[src/rtl/one_hot_demux_if.sv]
// Stream bundle for one_hot_demux: one valid/ready input stream with a
// one-hot destination select, fanned out to CNT valid/ready output channels.
//
// Signals:
//   in_vld   beat valid (source -> demux)
//   in_rdy   beat accepted when in_vld & in_rdy (demux -> source)
//   in_data  WIDTH-bit payload
//   in_sel   CNT-bit one-hot destination select, qualified by in_vld
//   out_vld  per-channel valid, bit c is channel c (demux -> sinks)
//   out_rdy  per-channel ready (sinks -> demux)
//   out_data channel c occupies bits [(c+1)*WIDTH-1 : c*WIDTH]
//
// Modports:
//   master - the surrounding environment: drives the input beat and the
//            per-channel ready, observes in_rdy and the channel outputs.
//   slave  - the demux itself.
interface one_hot_demux_if #(
    parameter int WIDTH = 32,
    parameter int CNT   = 5
);
    logic                 in_vld;
    logic                 in_rdy;
    logic [WIDTH-1:0]     in_data;
    logic [CNT-1:0]       in_sel;
    logic [CNT-1:0]       out_vld;
    logic [CNT-1:0]       out_rdy;
    logic [WIDTH*CNT-1:0] out_data;

    modport master (
        output in_vld, in_data, in_sel, out_rdy,
        input  in_rdy, out_vld, out_data
    );

    modport slave (
        input  in_vld, in_data, in_sel, out_rdy,
        output in_rdy, out_vld, out_data
    );
endinterface

[src/rtl/one_hot_demux.sv]
// one_hot_demux: routes one valid/ready stream to one of CNT output channels
// chosen by a one-hot select carried with each beat. Every channel has a
// one-entry register slice (1-cycle latency, independent backpressure).
// Illegal selects (zero or multi-hot) are consumed, dropped and logged.
//
// Ports:
//   clk      clock
//   rst      asynchronous active-high reset
//   bus      one_hot_demux_if.slave: in_vld/in_rdy/in_data/in_sel,
//            out_vld/out_rdy/out_data
//   err_clr  synchronous clear of err and err_cnt
//   err      sticky illegal-select flag
//   err_cnt  saturating count of dropped illegal beats
//
// Parameters:
//   WIDTH          data width of one channel
//   CNT            number of output channels
//   ONE_HOT_CHECK  1: detect, drop and count illegal selects
//                  0: no checking, lowest set bit wins, zero select dropped
module one_hot_demux #(
    parameter int WIDTH         = 32,
    parameter int CNT           = 5,
    parameter bit ONE_HOT_CHECK = 1'b1
) (
    input  logic                  clk,
    input  logic                  rst,
    one_hot_demux_if.slave        bus,
    input  logic                  err_clr,
    output logic                  err,
    output logic [7:0]            err_cnt
);

    logic [CNT-1:0]       sel_lsb;
    logic [CNT-1:0]       tgt;
    logic                 legal;
    logic                 load;
    logic                 drop_err;

    logic [CNT-1:0]       vld_q, vld_d;
    logic [CNT*WIDTH-1:0] data_q, data_d;
    logic                 err_q, err_d;
    logic [7:0]           cnt_q, cnt_d;

    // Isolate the lowest set bit. A select is exactly one-hot iff it is
    // nonzero and equal to its own lowest set bit.
    always_comb begin
        sel_lsb = bus.in_sel & (~bus.in_sel + CNT'(1));
        tgt     = sel_lsb;
        if (ONE_HOT_CHECK) begin
            legal = (bus.in_sel != '0) && (sel_lsb == bus.in_sel);
        end else begin
            legal = (bus.in_sel != '0);
        end
    end

    // Illegal/dropped beats are always accepted so they never stall the
    // source. Ready is combinational from out_rdy of the target slot so a
    // slot can drain and reload on the same edge.
    assign bus.in_rdy = !rst && (!legal || (|(tgt & (~vld_q | bus.out_rdy))));

    assign load     = bus.in_vld && bus.in_rdy && legal;
    assign drop_err = ONE_HOT_CHECK && bus.in_vld && bus.in_rdy && !legal;

    always_comb begin
        // A full slot whose sink is ready empties unless reloaded below.
        vld_d  = vld_q & ~bus.out_rdy;
        data_d = data_q;
        for (int c = 0; c < CNT; c++) begin
            if (load && tgt[c]) begin
                vld_d[c]                  = 1'b1;
                data_d[c*WIDTH +: WIDTH]  = bus.in_data;
            end
        end

        // Clear first, then count, so a clear coinciding with an illegal
        // beat leaves err=1, err_cnt=1.
        err_d = err_q;
        cnt_d = cnt_q;
        if (err_clr) begin
            err_d = 1'b0;
            cnt_d = '0;
        end
        if (drop_err) begin
            err_d = 1'b1;
            if (cnt_d != 8'hFF) begin
                cnt_d = cnt_d + 8'd1;
            end
        end
    end

    always_ff @(posedge clk or posedge rst) begin
        if (rst) begin
            vld_q  <= '0;
            data_q <= '0;
            err_q  <= 1'b0;
            cnt_q  <= '0;
        end else begin
            vld_q  <= vld_d;
            data_q <= data_d;
            err_q  <= err_d;
            cnt_q  <= cnt_d;
        end
    end

    assign bus.out_vld  = vld_q;
    assign bus.out_data = data_q;
    assign err          = ONE_HOT_CHECK ? err_q : 1'b0;
    assign err_cnt      = ONE_HOT_CHECK ? cnt_q : 8'd0;

endmodule

[src/flat_wrapper.sv]
// flat-port wrapper written by rule: the top's interface ports become plain ports
module one_hot_demux_flat 
#(
    parameter int WIDTH         = 32,
    parameter int CNT           = 5,
    parameter bit ONE_HOT_CHECK = 1'b1
)
  (clk, rst, err_clr, err, err_cnt, bus_in_vld, bus_in_data, bus_in_sel, bus_out_rdy, bus_in_rdy, bus_out_vld, bus_out_data);
  one_hot_demux_if #(.WIDTH(WIDTH), .CNT(CNT)) bus_i ();
  input  logic clk;
  input  logic rst;
  input  logic err_clr;
  output logic err;
  output logic [7:0] err_cnt;
  input wire logic [$bits(bus_i.in_vld)-1:0] bus_in_vld;
  input wire logic [$bits(bus_i.in_data)-1:0] bus_in_data;
  input wire logic [$bits(bus_i.in_sel)-1:0] bus_in_sel;
  input wire logic [$bits(bus_i.out_rdy)-1:0] bus_out_rdy;
  output wire logic [$bits(bus_i.in_rdy)-1:0] bus_in_rdy;
  output wire logic [$bits(bus_i.out_vld)-1:0] bus_out_vld;
  output wire logic [$bits(bus_i.out_data)-1:0] bus_out_data;
  assign bus_i.in_vld = bus_in_vld;
  assign bus_i.in_data = bus_in_data;
  assign bus_i.in_sel = bus_in_sel;
  assign bus_i.out_rdy = bus_out_rdy;
  assign bus_in_rdy = bus_i.in_rdy;
  assign bus_out_vld = bus_i.out_vld;
  assign bus_out_data = bus_i.out_data;
  one_hot_demux #(.WIDTH(WIDTH), .CNT(CNT), .ONE_HOT_CHECK(ONE_HOT_CHECK)) u_core (.clk(clk), .rst(rst), .bus(bus_i), .err_clr(err_clr), .err(err), .err_cnt(err_cnt));
endmodule
[config.mk]
export PLATFORM = sky130hd
export DESIGN_NAME = one_hot_demux_flat
export DESIGN_NICKNAME = d
export VERILOG_FILES = /design/src/rtl/one_hot_demux_if.sv /design/src/rtl/one_hot_demux.sv /design/src/flat_wrapper.sv
export SDC_FILE = /design/constraint.sdc
export NUM_CORES = 1
export LEC_CHECK = 0
export CELL_PAD_IN_SITES_DETAIL_PLACEMENT = 1
export CELL_PAD_IN_SITES_GLOBAL_PLACEMENT = 1
export CORE_AREA = 2 2 138 140
export CTS_BUF_LIST = sky130_fd_sc_hd__clkbuf_2
export DETAILED_ROUTE_END_ITERATION = 8
export DIE_AREA = 0 0 140 142
export PLACE_DENSITY = 0.79
export SLEW_MARGIN = 20
export SYNTH_ARGS = -nofsm -noshare
export SYNTH_HDL_FRONTEND = slang
export SYNTH_SLANG_ARGS = --single-unit
[constraint.sdc]
create_clock -name clk -period 12.5 [get_ports clk]
set_input_delay 2.5 -clock clk [delete_from_list [all_inputs] [get_ports clk]]
set_output_delay 2.5 -clock clk [all_outputs]
set_load 0.02 [all_outputs]
==> results of run 1 <==
==> area by class of cell <==
type,count,area (um^2)
multi-input cells,234,2711
inverters,5,23.77
well taps,234,292.8
clock inverters,14,168.9
repair buffers,221,2213
clock buffers,18,90.09
flip-flops and latches,174,4354
fillers,1788,8601
==> logic make-up after synthesis <==
family | after synthesis | share of synthesized area, %
adders and majority gates | 1 | 0.1727
and+or+nand+nor | 52 | 4.940
AOI/OAI and AO/OA | 15 | 1.555
buffers and inverters | 22 | 2.487
DFF | 174 | 60.10
xor gates and xnor gates | 3 | 0.3628
muxes | 163 | 30.38
==> flip-flops by register name, summed over array words and instances (netlist names) <==
signal	count
u_core.bus.out_data	160
u_core.bus.out_vld	5
u_core.err	1
u_core.err_cnt	8
==> power groups by stage <==
stage               clock network (mW)  registers [mW]  logic [mW]
floorplan                            0           0.776       0.103
global placement                     0           0.686       0.389
detailed placement                   0           0.693       0.396
CTS                              0.331           0.684       0.398
global route                     0.353           0.692       0.414
finish                           0.319           0.682       0.393
==> Yosys cell counts (all sizes together), types with 2 or more instances <==
| cell | n | area [um^2] |
|---|---|---|
| mux2 | 161 | 2181 |
| o211ai | 2 | 28.78 |
| nand4 | 6 | 97.59 |
| nand2 | 14 | 52.55 |
| a21oi | 2 | 10.01 |
| nor2 | 7 | 26.28 |
| a22oi | 2 | 15.01 |
| mux2i | 2 | 20.02 |
| xnor2 | 2 | 17.52 |
| nor4b | 2 | 23.77 |
| dfrtp | 174 | 4354 |
| buf | 16 | 157.7 |
| and3 | 3 | 18.77 |
| nor2b | 4 | 25.02 |
| nand2b | 6 | 37.54 |
| o21ai | 4 | 20.02 |
| inv | 5 | 18.77 |
| nand3 | 3 | 20.02 |
==> per-layer routing <==
metal	vias up	global-route usage (%)	wire [um]	share of wire [%]
li1	1974	-	-	-
met5	-	0	0	0
met1	2355	24.16	7982	42
met4	0	6.061	284	1.5
met2	169	32.49	9184	48
met3	28	8.378	1675	8.8
==> metrics by stage <==
step | total power, mW | hold WS (ns) | util (%) | instances | setup slack (ns)
after detailed placement | 1.089 | 0.4800 | 51.97 | 868 | 5.073
final | 1.395 | 0.5284 | 53.40 | 900 | 5.053
after global routing | 1.460 | 0.5600 | 53.40 | 900 | 4.935
after global placement | 1.075 | 0.4742 | 51.97 | 868 | 5.153
after CTS | 1.412 | 0.5360 | 53.38 | 900 | 5.057
after floorplan | 0.8791 | 0.6058 | - | 430 | 5.089
==> final timing paths <==
path / from / to / slack [ns] / cells after the start
worst max register to register: u_core.bus.out_vld[4] / u_core.bus.out_data[83] / 9.96 / 5
min in group asynchronous: rst / u_core.err_cnt[1] / 2.30 / 2
worst min register to register: u_core.bus.out_data[3] / u_core.bus.out_data[3] / 0.53 / 1
worst min-delay path: u_core.bus.out_data[3] / u_core.bus.out_data[3] / 0.53 / 1
max in group asynchronous: rst / u_core.bus.out_data[151] / 8.85 / 3
worst max-delay path: bus_in_sel[0] / bus_in_rdy / 5.05 / 7
==> results.cfg, run 1 <==
[synth]
yosysSeqAreaShare_pct = 60.10
syn_area_per_cell_um2 = 16.85
synth.ff_latch_count = 174
netlist_area_um2 = 7244
synth_edf_count = 0
synth_ff_type = dfrtp_1
synthArstFlopShare_pct = 100.0
syn_nets = 477
syn_inst = 430
synth_cell_type_count = 41
ys_warn_count = 0

[pwr]
power.switching_mw = 0.4441
leakage_nw = 4.785
power_frac_clock_pct = 22.9
intPower_mw = 0.9506
seq_power_share_pct = 48.9
p_sw_share_pct = 31.84
vdd_drop_max_mv = 0.06718
p_comb_share_pct = 28.2
p_per_area_nw_per_um2 = 141.5

[clock_network]
cts_tree = built
cts_buffers = 17
insertion_delay_ns = 0.76
clockBufferDepth = 2
post-cts-setup-buffers = 0
ctsHoldBuffers = 0
cts.clk_slew.worst_paths_ns = 0.24
clockRootBuffer = clkbuf_2
cts.sinks = 174
cts_resized = 0
h-tree-depth = 4

[placement]
place_area_um2 = 9592
hpwl_mm = 12.86
gp_congestion = 0.8139
port_buffers = 220

[detailed_routing]
ant_nets = 0
finalWirelength_mm = 19.13
vias = 4526
wl_per_cell_um = 21.25
viasPerCell = 5.029
firstDrtPassIters = 7
drt_iter0_drc = 166
drcViolationCount = 13

[sta]
finalHoldViolations = 0
setup_viol = 0
drv_slew = 0
slew_headroom_pct = 25.01
fmax_mhz = 134.3
period_minus_slack_ns = 7.447
timing.setup.tns_ns = 0
rsz0062_at_grt = no
fin_crit_sh_pct = 59.57
tightest_slew_ns = 1.123
skew_ns = 0.03324

[floorplanning]
rows = 50
dieArea_um2 = 19880
start_util_pct = 39.25
io_pins = 221
core_um2 = 18460
chipHeight_um = 142
die_x_um = 140

[final_layout]
final_common_cell = clkdlybuf4s50_1
layout-drive-gt1-share_pct = 27.93
mostFrequentLayoutCells = 220 x clkdlybuf4s50_1, 174 x dfrtp_1, 98 x mux2_4
fin_nets = 700
areaGrowthSynthToFinish_pct = 36.03
diodes = 0
final_area_um2 = 9854

[global_routing]
track_usage_pct = 19.88
grt_pass1_wl_mm = 30.18
antenna_found_initial = 0
grt-ovfl-total = 0
grt_pass1_vias = 5117
grt_max_degree = 95

[setup_path]
worstPathArrival_ns = 4.95
cp_max_fo = 8
cp.required_ns = 10.00
cp_slowest_stage_delay_ns = 0.65
cp_top_family = buffers and inverters
cp-end-kind = output pin
cpMostUsedCell = clkdlybuf4s50_1
startpoint_type = primary input
path_buf_inv = 3
path_cells = clkdlybuf4s50_1 > nor4b_2 > a22oi_1 > nand3_2 > inv_1 > a21oi_1 > clkdlybuf4s50_1
worstSetupPathType = in -> out
cpMaxStageDelayCell = clkdlybuf4s50_1

[status]
status = finished, violations left
violations = design-rule violations

[flow_run]
drv_cap = 0

[min_path]
hold_path.class = reg -> reg
Note: power is estimated with default switching activity, not from simulation.
==> inputs of run 2 (changes only) <==
==> constraint.sdc (replaced) <==
create_clock -name clk -period 7.2 [get_ports clk]
set_input_delay 1.44 -clock clk [delete_from_list [all_inputs] [get_ports clk]]
set_output_delay 1.44 -clock clk [all_outputs]
set_load 0.02 [all_outputs]
==> run 2 against run 1 <==
  * Count of clock-buffer cells in the layout fell by 1
  * Cell count down 0.22%
  * Non-clock buffer count unchanged
  * Clock power grew 69%
  * The flow still finishes with violations (design-rule violations)
  * Design area down 0.10%
  * Total power rose by 72%
  * Sequential power grew 73%
  * Hold slack lost 0.0048 ns
  * Die area stayed put
  * Register-to-register slack got worse by 5.3 ns
  * Via count down 0.40%
  * Critical path type unchanged
==> results.cfg, run 2 (same netlist as run 1, synthesis figures left out) <==
[setup_path]
cp.required_ns = 5.76
cp_slowest_stage_delay_ns = 0.66
path_buf_inv = 3
cp_max_fo = 8
cp_top_family = buffers and inverters
startpoint_type = primary input
cpMostUsedCell = clkdlybuf4s50_1
worstPathArrival_ns = 3.89
worstSetupPathType = in -> out
cp-end-kind = output pin
path_cells = clkdlybuf4s50_1 > nor4b_2 > a22oi_1 > nand3_2 > inv_1 > a21oi_1 > clkdlybuf4s50_1
cpMaxStageDelayCell = clkdlybuf4s50_1

[sta]
rsz0062_at_grt = no
fmax_mhz = 187.7
setup_viol = 0
timing.setup.tns_ns = 0
setup_ws_ns = 1.872
fin_crit_sh_pct = 74.00
period_minus_slack_ns = 5.328
slew_headroom_pct = 26.25
drv_slew = 0
skew_ns = 0.04418
finalHoldViolations = 0
tightest_slew_ns = 1.104

[clock_network]
insertion_delay_ns = 0.72
clockBufferDepth = 2
h-tree-depth = 4
cts.sinks = 174
cts_buffers = 17
cts.clk_slew.worst_paths_ns = 0.24
post-cts-setup-buffers = 0
clockRootBuffer = clkbuf_2
cts_resized = 0
ctsHoldBuffers = 0
cts_tree = built

[final_layout]
fill_cells = 1784
diodes = 0
final_area_um2 = 9844
multi_input_area_um2 = 2711
areaGrowthSynthToFinish_pct = 35.89
final_common_cell = clkdlybuf4s50_1
seqCellArea_um2 = 4354
layout-drive-gt1-share_pct = 27.41
fin_nets = 700
largest_register_ffs = 160
mostFrequentLayoutCells = 220 x clkdlybuf4s50_1, 174 x dfrtp_1, 98 x mux2_4

[placement]
pre_cts_slack_ns = 1.898
port_buffers = 220
hpwl_mm = 12.75
gp_congestion = 0.8302
place_area_um2 = 9592

[detailed_routing]
firstDrtPassIters = 7
drt_iter0_drc = 140
finalWirelength_mm = 18.88
viasPerCell = 5.020
ant_nets = 0
wl_per_cell_um = 21.03
vias = 4508
drcViolationCount = 13

[pwr]
vdd_drop_max_mv = 0.1110
leakage_nw = 4.763
finalPower_mw = 2.404
p_per_area_nw_per_um2 = 244.2

[flow_run]
drv_cap = 0

[floorplanning]
io_pins = 221
dieArea_um2 = 19880
core_um2 = 18460
die_x_um = 140
rows = 50
chipHeight_um = 142
start_util_pct = 39.25

[status]
status = finished, violations left
violations = design-rule violations

[global_routing]
grt_pass1_vias = 5092
grt-ovfl-total = 0
antenna_found_initial = 0
grt_pass1_wl_mm = 30.04
track_usage_pct = 19.54
grt_max_degree = 96

[min_path]
hold_path.class = reg -> reg
-- run 2: report_power, final --
group | leakage, nW | switching, mW | internal [mW]
combinational | 2.29 | 0.315 | 0.368
sequential | 2.33 | 0.0779 | 1.10
clock | 0.139 | 0.346 | 0.192
-- run 2: through the flow --
step | std cells | utilization, % | hold WS [ns]
after floorplan | 430 | - | 0.6058
after global placement | 868 | 51.97 | 0.4747
after detailed placement | 868 | 51.97 | 0.4807
after CTS | 898 | 53.32 | 0.5311
after global routing | 898 | 53.34 | 0.5598
final | 898 | 53.34 | 0.5236
-- run 2: final timing paths --
kind	end	start	depth (start not counted)	slack, ns
worst max-delay path	bus_in_rdy	bus_in_sel[0]	7	1.87
worst min-delay path	u_core.bus.out_data[5]	u_core.bus.out_data[5]	1	0.52
worst max register to register	u_core.bus.out_data[79]	u_core.bus.out_vld[3]	5	4.67
worst min register to register	u_core.bus.out_data[5]	u_core.bus.out_data[5]	1	0.52
max in group asynchronous	u_core.err_cnt[6]	rst	3	4.58
min in group asynchronous	u_core.bus.out_data[37]	rst	2	1.34
-- run 2: metal layers --
metal | share of wire [%] | wire (um) | vias to the layer above | GRT usage (%)
li1 | - | - | 1969 | -
met1 | 41 | 7821 | 2366 | 24.00
met2 | 49 | 9182 | 154 | 32.41
met3 | 8.7 | 1645 | 19 | 7.705
met4 | 1.2 | 232 | 0 | 5.210
met5 | 0 | 0 | - | 0
-- run 2: cell type report --
class	count	area share (%)
timing repair buffer	221	22.48
tap	234	2.974
sequential	174	44.23
multi-input combinational	234	27.54
clock inverter	13	1.665
clock buffer	17	0.8643
inverter	5	0.2415
-- run 2: worst register-to-register path, cell delays in order (launching register included) --
cell and delay [ns]:
dfrtp_1 0.45, nand2b_1 0.12, a22oi_1 0.12, nand3_2 0.23, nand4_4 0.85, mux2_4 0.63
==> edit 1, RTL diff (flow settings as in run 2) <==
`ONE_HOT_CHECK` is set to 1'b1 in 2 places; all go to 1'b0.
--- a/src/rtl/one_hot_demux.sv
+++ b/src/rtl/one_hot_demux.sv
@@ -22,3 +22,3 @@
     parameter int CNT           = 5,
-    parameter bit ONE_HOT_CHECK = 1'b1
+    parameter bit ONE_HOT_CHECK = 1'b0
 ) (
--- a/src/flat_wrapper.sv
+++ b/src/flat_wrapper.sv
@@ -5,3 +5,3 @@
     parameter int CNT           = 5,
-    parameter bit ONE_HOT_CHECK = 1'b1
+    parameter bit ONE_HOT_CHECK = 1'b0
 )
Check against the original RTL: not equivalent (a bounded check fails within 4 cycles, from zero or initial values and one cycle with rst high).
==> edit 1 against run 2 <==
  * The run still ends with DRC left
  * Final area is 8.4% lower
  * Highest routed layer unchanged
  * Die area did not move
  * Register-to-register slack worse by 0.13 ns
  * Global-route usage decreased by 1.6 points
  * Routed wire length down 8.0%
  * Sequential cell count decreased by 9
  * Setup slack lost 0.091 ns
  * Power grew 11%
  * Area after synthesis is 9.1% lower
  * Critical path type unchanged
==> edit 1: results (changes against run 2) <==
yosys:
  synth_top_cells_by_count: "165 x sky130_fd_sc_hd__dfrtp_1, 110 x sky130_fd_sc_hd__mux2_2, 50 x sky130_fd_sc_hd__mux2_4, 10 x sky130_fd_sc_hd__buf_4, 10 x sky130_fd_sc_hd__buf_6"  # was 174 x sky130_fd_sc_hd__dfrtp_1, 98 x sky130_fd_sc_hd__mux2_4, 45 x sky130_fd_sc_hd__mux2_2, 18 x sky130_fd_sc_hd__mux2_1, 14 x sky130_fd_sc_hd__nand2_1
  yosys.cell_types.count: 28  # was 41
  synth_ff_type: "sky130_fd_sc_hd__dfrtp_1"  # unchanged
  synthesis.instances: 385  # was 430
  synth.area.top_cells: "sky130_fd_sc_hd__dfrtp_1 63%, sky130_fd_sc_hd__mux2_2 19%, sky130_fd_sc_hd__mux2_4 11%"  # was sky130_fd_sc_hd__dfrtp_1 60%, sky130_fd_sc_hd__mux2_4 20%, sky130_fd_sc_hd__mux2_2 7.0%
  asyncSetResetFlopFracSynth: 1.00  # unchanged
  yosys_warnings: 0  # unchanged
  yosysSeqAreaShare: 0.627  # was 0.601
power_and_ir_drop:
  max-vdd-ir-drop_mv: 0.123  # was 0.111 mV
  power_leakage_nw: 4.01  # was 4.76 nW
placement:
  placement.cell_area_sq_um: 8800  # was 9590 sq um
  gp_congestion: 0.736  # was 0.830
  place.detailed.instances: 814  # was 868
  numPortBuffers: 210  # was 220
  dp.final_hpwl_mm: 12.1  # was 12.8 mm
routing:
  detail-route-antenna-nets: 0  # unchanged
  detailedRoute.firstPassIterationCount: 8  # was 7
  detail_route.drc_violations: 18  # was 13
  avgRoutedWirePerCell_um: 20.5  # was 21.0 um
  vias: 4032  # was 4508
  initialDrtViolationCount: 162  # was 140
timing:
  worst_pin_slew_ns: 1.04  # was 1.10 ns
  skew_ns: 0.0296  # was 0.0442 ns
  timing_hold_violations_final: 0  # unchanged
cells_and_area:
  flip_flop_count_of_the_largest_register_after_layout: 160  # unchanged
  antenna-diode-count: 0  # unchanged
  drive_gt1_frac: 0.332  # was 0.274
  final_nets: 645  # was 700
  instances_no_fill: 846  # was 898
  num-fill-cells: 1844  # was 1784
global_route:
  first_pass_grt_wire_length_mm: 26.9  # was 30.0 mm
  antenna_found_initial: 0  # unchanged
  grt_pass1_vias: 4477  # was 5092
  gr-usage-all-layers: 0.179  # was 0.195
  grt_max_degree: 60  # was 96
hold_path:
  worstHoldPathType: "register to register"  # unchanged
  hold_path_depth: 1  # unchanged
clock_tree:
  cts.repair.resized: 0  # unchanged
  clock_tree.buffer_depth: 2  # unchanged
  cts_buffers: 17  # unchanged
  clk-insertion-delay-late_ns: 0.72  # about the same
  clock_tree.root_cell: "sky130_fd_sc_hd__clkbuf_2"  # unchanged
  clkTransAtPathRegs_ns: 0.23
  cts_post_setup_buffers_inserted: 0  # unchanged
  cts-htree-levels: 4  # unchanged
run_status:
  violated_checks: "DRC"  # unchanged
  status: "finished with violations"  # unchanged
setup_path:
  cp_max_fo: 8  # unchanged
  arrival_ns: 3.98  # was 3.89 ns
  r2r_cells: 6  # was 5
[edit 1: cell types whose count changed after synthesis, sizes merged, moves of 2 or more]
cell           run 2  this run
nand4              6         2
buf               16        25
dfrtp            174       165
inv                5         1
xnor2              2         0
o211ai             2         0
nor2b              4         2
mux2i              2         0
o21ai              4         0
nor2               7         3
a22oi              2         0
nand2             14         4
[edit 1: final cells by class]
cell class,instances,area [sq um],share of cell area
Multi-Input combinational cell,200,2240,0.249
Inverter,1,8.76,0.000971
Clock buffer,17,85.1,0.00943
Sequential cell,165,4130,0.458
Timing Repair Buffer,214,2130,0.236
Clock inverter,15,129,0.0143
Tap cell,234,293,0.0325
[edit 1: path summary, 6_finish.rpt]
kind / slack [ns] / startpoint / endpoint
setup / recovery: 1.78 / bus_in_sel[0] / bus_in_rdy
hold / removal: 0.54 / u_core.bus.out_data[29] / u_core.bus.out_data[29]
setup reg to reg: 4.54 / u_core.bus.out_vld[4] / u_core.bus.out_data[61]
hold reg to reg: 0.54 / u_core.bus.out_data[29] / u_core.bus.out_data[29]
max in group asynchronous: 4.95 / rst / u_core.bus.out_data[16]
min in group asynchronous: 1.12 / rst / u_core.bus.out_data[24]
[edit 1: where the power goes]
part | switching (mW) | internal [mW] | total [mW]
Combinational | 0.441 | 0.519 | 0.960
Clock | 0.348 | 0.128 | 0.476
Sequential | 0.110 | 1.11 | 1.22
[edit 1: cells by family (layout without fill, tap and decap cells)]
logic type / after synthesis / after routing / synth area share
AO/OA/AOI/OAI: 4 / 4 / 0.00437
buffers and inverters: 28 / 247 / 0.0401
flip-flops: 165 / 165 / 0.627
multiplexers: 160 / 160 / 0.302
other: 1 / 9 / 0.000569
AND/OR/NAND/NOR: 27 / 27 / 0.0262
[edit 1: metrics by stage]
step	utilization	setup slack, ns	power (mW)	hold WS (ns)
after floorplan	-	0.208	1.71	0.607
after global placement	0.477	1.87	2.18	0.487
after detailed placement	0.477	1.83	2.21	0.493
after CTS	0.488	1.81	2.70	0.543
after global routing	0.489	1.58	2.80	0.556
final	0.489	1.78	2.66	0.535
[edit 1: metal layers]
metal  share of wire  vias to the layer above  track usage  wire [um]
met5               0                        -            0          0
met4           0.013                        0       0.0532        234
met3           0.079                       15       0.0639       1370
met2            0.49                      147        0.298       8570
met1            0.41                     2107        0.220       7200
li1                -                     1763            -          -
[edit 1: worst max-delay path, cell delays in order]
cell and delay [ns]:
sky130_fd_sc_hd__clkdlybuf4s50_1 0.54, sky130_fd_sc_hd__nor4b_1 0.62, sky130_fd_sc_hd__a32o_1 0.24, sky130_fd_sc_hd__or3_1 0.30, sky130_fd_sc_hd__and2_2 0.19, sky130_fd_sc_hd__clkdlybuf4s50_1 0.65
==> edit 2, RTL diff (config.mk and constraints of run 2) <==
Without the edit above. Reset style: synchronous (`rst`), changed in one clocked block. Comments in the files are not updated.
--- a/src/rtl/one_hot_demux.sv
+++ b/src/rtl/one_hot_demux.sv
@@ -90,3 +90,3 @@
 
-    always_ff @(posedge clk or posedge rst) begin
+    always_ff @(posedge clk) begin
         if (rst) begin
Check against the original RTL: differs if rst is asserted again (counterexample within 4 cycles, from zero or initial values and one cycle with rst high); with rst held inactive, the same outputs for 10 cycles.
==> edit 2 against run 2 <==
  * The flow still finishes with violations (DRC)
  * Routed wire length increased by 7.0%
  * Global-route usage increased by 0.88 points
  * First-iteration DRC count increased by 52%
  * Clock skew increased by 0.022 ns
  * Area after synthesis decreased by 2.8%
  * Final area decreased by 2.6%
  * Sequential share of layout area decreased by 7.9 points
  * Setup slack improved by 0.18 ns
  * Fmax increased by 3.5%
  * Sequential cell count unchanged
  * Critical path type unchanged
  * Highest routed layer unchanged
Power is not compared: it rests on default switching activity, and its combinational part moved more than twofold at a synthesized area within 25%.
==> edit 2: results (changes against run 2) <==
placement:
  placement.cell_area_sq_um: 9360  # was 9590 sq um
  dp.final_hpwl_mm: 14.4  # was 12.8 mm
  dpl_worst_slack_ns: 2.06  # was 1.90 ns
  gp_congestion: 0.813  # was 0.830
global_route:
  first_pass_grt_wire_length_mm: 31.9  # was 30.0 mm
  grt_max_degree: 108  # was 96
  grt_pass1_vias: 5737  # was 5092
  antenna_found_initial: 1  # was 0
  gr-usage-all-layers: 0.204  # was 0.195
routing:
  vias: 5405  # was 4508
  detailedRoute.firstPassIterationCount: 9  # was 7
  avgRoutedWirePerCell_um: 18.4  # was 21.0 um
  initialDrtViolationCount: 213  # was 140
  detail_route.drc_violations: 12  # was 13
yosys:
  asyncSetResetFlopFracSynth: 0  # was 1.00
  postSynthAreaPerCell_sq_um: 10.8  # was 16.8 sq um
  yosys.cell_types.count: 47  # was 41
  synth.area.top_cells: "sky130_fd_sc_hd__dfxtp_1 49%, sky130_fd_sc_hd__mux2i_1 23%, sky130_fd_sc_hd__nand2b_1 15%"  # was sky130_fd_sc_hd__dfrtp_1 60%, sky130_fd_sc_hd__mux2_4 20%, sky130_fd_sc_hd__mux2_2 7.0%
  yosysSeqAreaShare: 0.495  # was 0.601
  synth_top_area_cell: "sky130_fd_sc_hd__dfxtp_1"  # was sky130_fd_sc_hd__dfrtp_1
  synth_fa_ha_area_frac: 0.00178  # was 0.00173
  synth_fp_nets: 700  # was 477
  synth_xor_area_frac: 0.00249  # was 0.00363
  synthMuxAreaShare: 0.230  # was 0.304
cells_and_area:
  num-fill-cells: 2008  # was 1784
  instances_no_fill: 1101  # was 898
  final_nets: 900  # was 700
  drive_gt1_frac: 0.0577  # was 0.274
run_status:
  status: "finished with violations"  # unchanged
  violated_checks: "DRC"  # unchanged
clock_tree:
  clk-insertion-delay-late_ns: 0.75  # was 0.72 ns
  cts_post_setup_buffers_inserted: 0  # unchanged
  clkTransAtPathRegs_ns: 0.20  # was 0.24 ns
timing:
  skew_ns: 0.0662  # was 0.0442 ns
  maxSlewHeadroom: 0.375  # was 0.263
setup_path:
  arrival_ns: 3.71  # was 3.89 ns
  r2r_cells: 6  # was 5
power_and_ir_drop:
  power.switching_fraction: 0.284
hold_path:
  hold_path_depth: 2  # was 1
## edit 2: changes by cell type in the layout (fill, tap and decap cells not counted), moves of 4 or more
cell / delta
sky130_fd_sc_hd__dfrtp_1: -174
sky130_fd_sc_hd__mux2_2: -44
sky130_fd_sc_hd__nand2b_1: +163
sky130_fd_sc_hd__buf_4: +6
sky130_fd_sc_hd__mux2i_1: +159
sky130_fd_sc_hd__nor2_1: +30
sky130_fd_sc_hd__mux2_1: -18
sky130_fd_sc_hd__nand2_1: -11
sky130_fd_sc_hd__a21oi_1: +4
sky130_fd_sc_hd__dfxtp_1: +174
sky130_fd_sc_hd__nand3_1: +8
sky130_fd_sc_hd__nor2b_1: +4
sky130_fd_sc_hd__mux2_4: -98
## edit 2: power groups by stage
| stage | logic (mW) | clock network [mW] | registers (mW) |
|---|---|---|---|
| 2_1_floorplan | 0.0623 | 0 | 1.00 |
| 3_3_place_gp | 0.127 | 0 | 0.996 |
| 3_5_place_dp | 0.131 | 0 | 0.996 |
| 4_1_cts | 0.132 | 0.518 | 0.980 |
| 5_1_grt | 0.140 | 0.558 | 0.982 |
| 6_report | 0.131 | 0.495 | 0.979 |
## edit 2: per-layer routing
metal,up-vias,part of all wire,track usage
met5,-,0,0
met4,0,0.014,0.0601
met3,16,0.053,0.0515
met2,125,0.52,0.370
met1,2667,0.41,0.240
li1,2597,-,-
## edit 2: path summary, 6_finish.rpt
| check | startpoint | end | slack (ns) |
|---|---|---|---|
| max | bus_in_sel[0] | bus_in_rdy | 2.05 |
| max reg2reg | u_core.bus.out_vld[4] | u_core.bus.out_data[0] | 4.69 |
| min | u_core.bus.out_data[124] | u_core.bus.out_data[124] | 0.49 |
| min reg2reg | u_core.bus.out_data[124] | u_core.bus.out_data[124] | 0.49 |
## edit 2: worst max-delay path, cell delays in order
cell and delay (ns):
sky130_fd_sc_hd__clkdlybuf4s50_1 0.76, sky130_fd_sc_hd__nor4_1 0.12, sky130_fd_sc_hd__a22oi_1 0.45, sky130_fd_sc_hd__nand2_1 0.11, sky130_fd_sc_hd__a41oi_1 0.18, sky130_fd_sc_hd__clkdlybuf4s50_1 0.64
## edit 2: cell type report
| type | count | area share |
|---|---|---|
| flip-flops and latches | 174 | 0.363 |
| multi-input cells | 434 | 0.348 |
| repair buffers | 225 | 0.233 |
| well taps | 234 | 0.0305 |
| clock inverters | 15 | 0.0153 |
| clock buffers | 17 | 0.00887 |
| inverters | 1 | 0.000391 |
| diodes | 1 | 0.000261 |
## edit 2: kinds of logic after synthesis
logic type	after synthesis
AND/OR/NAND/NOR	244
flip-flops	174
multiplexers	162
buffers and inverters	45
AO/OA/AOI/OAI	25
XOR/XNOR	2
adder cells (fa/ha/maj)	1
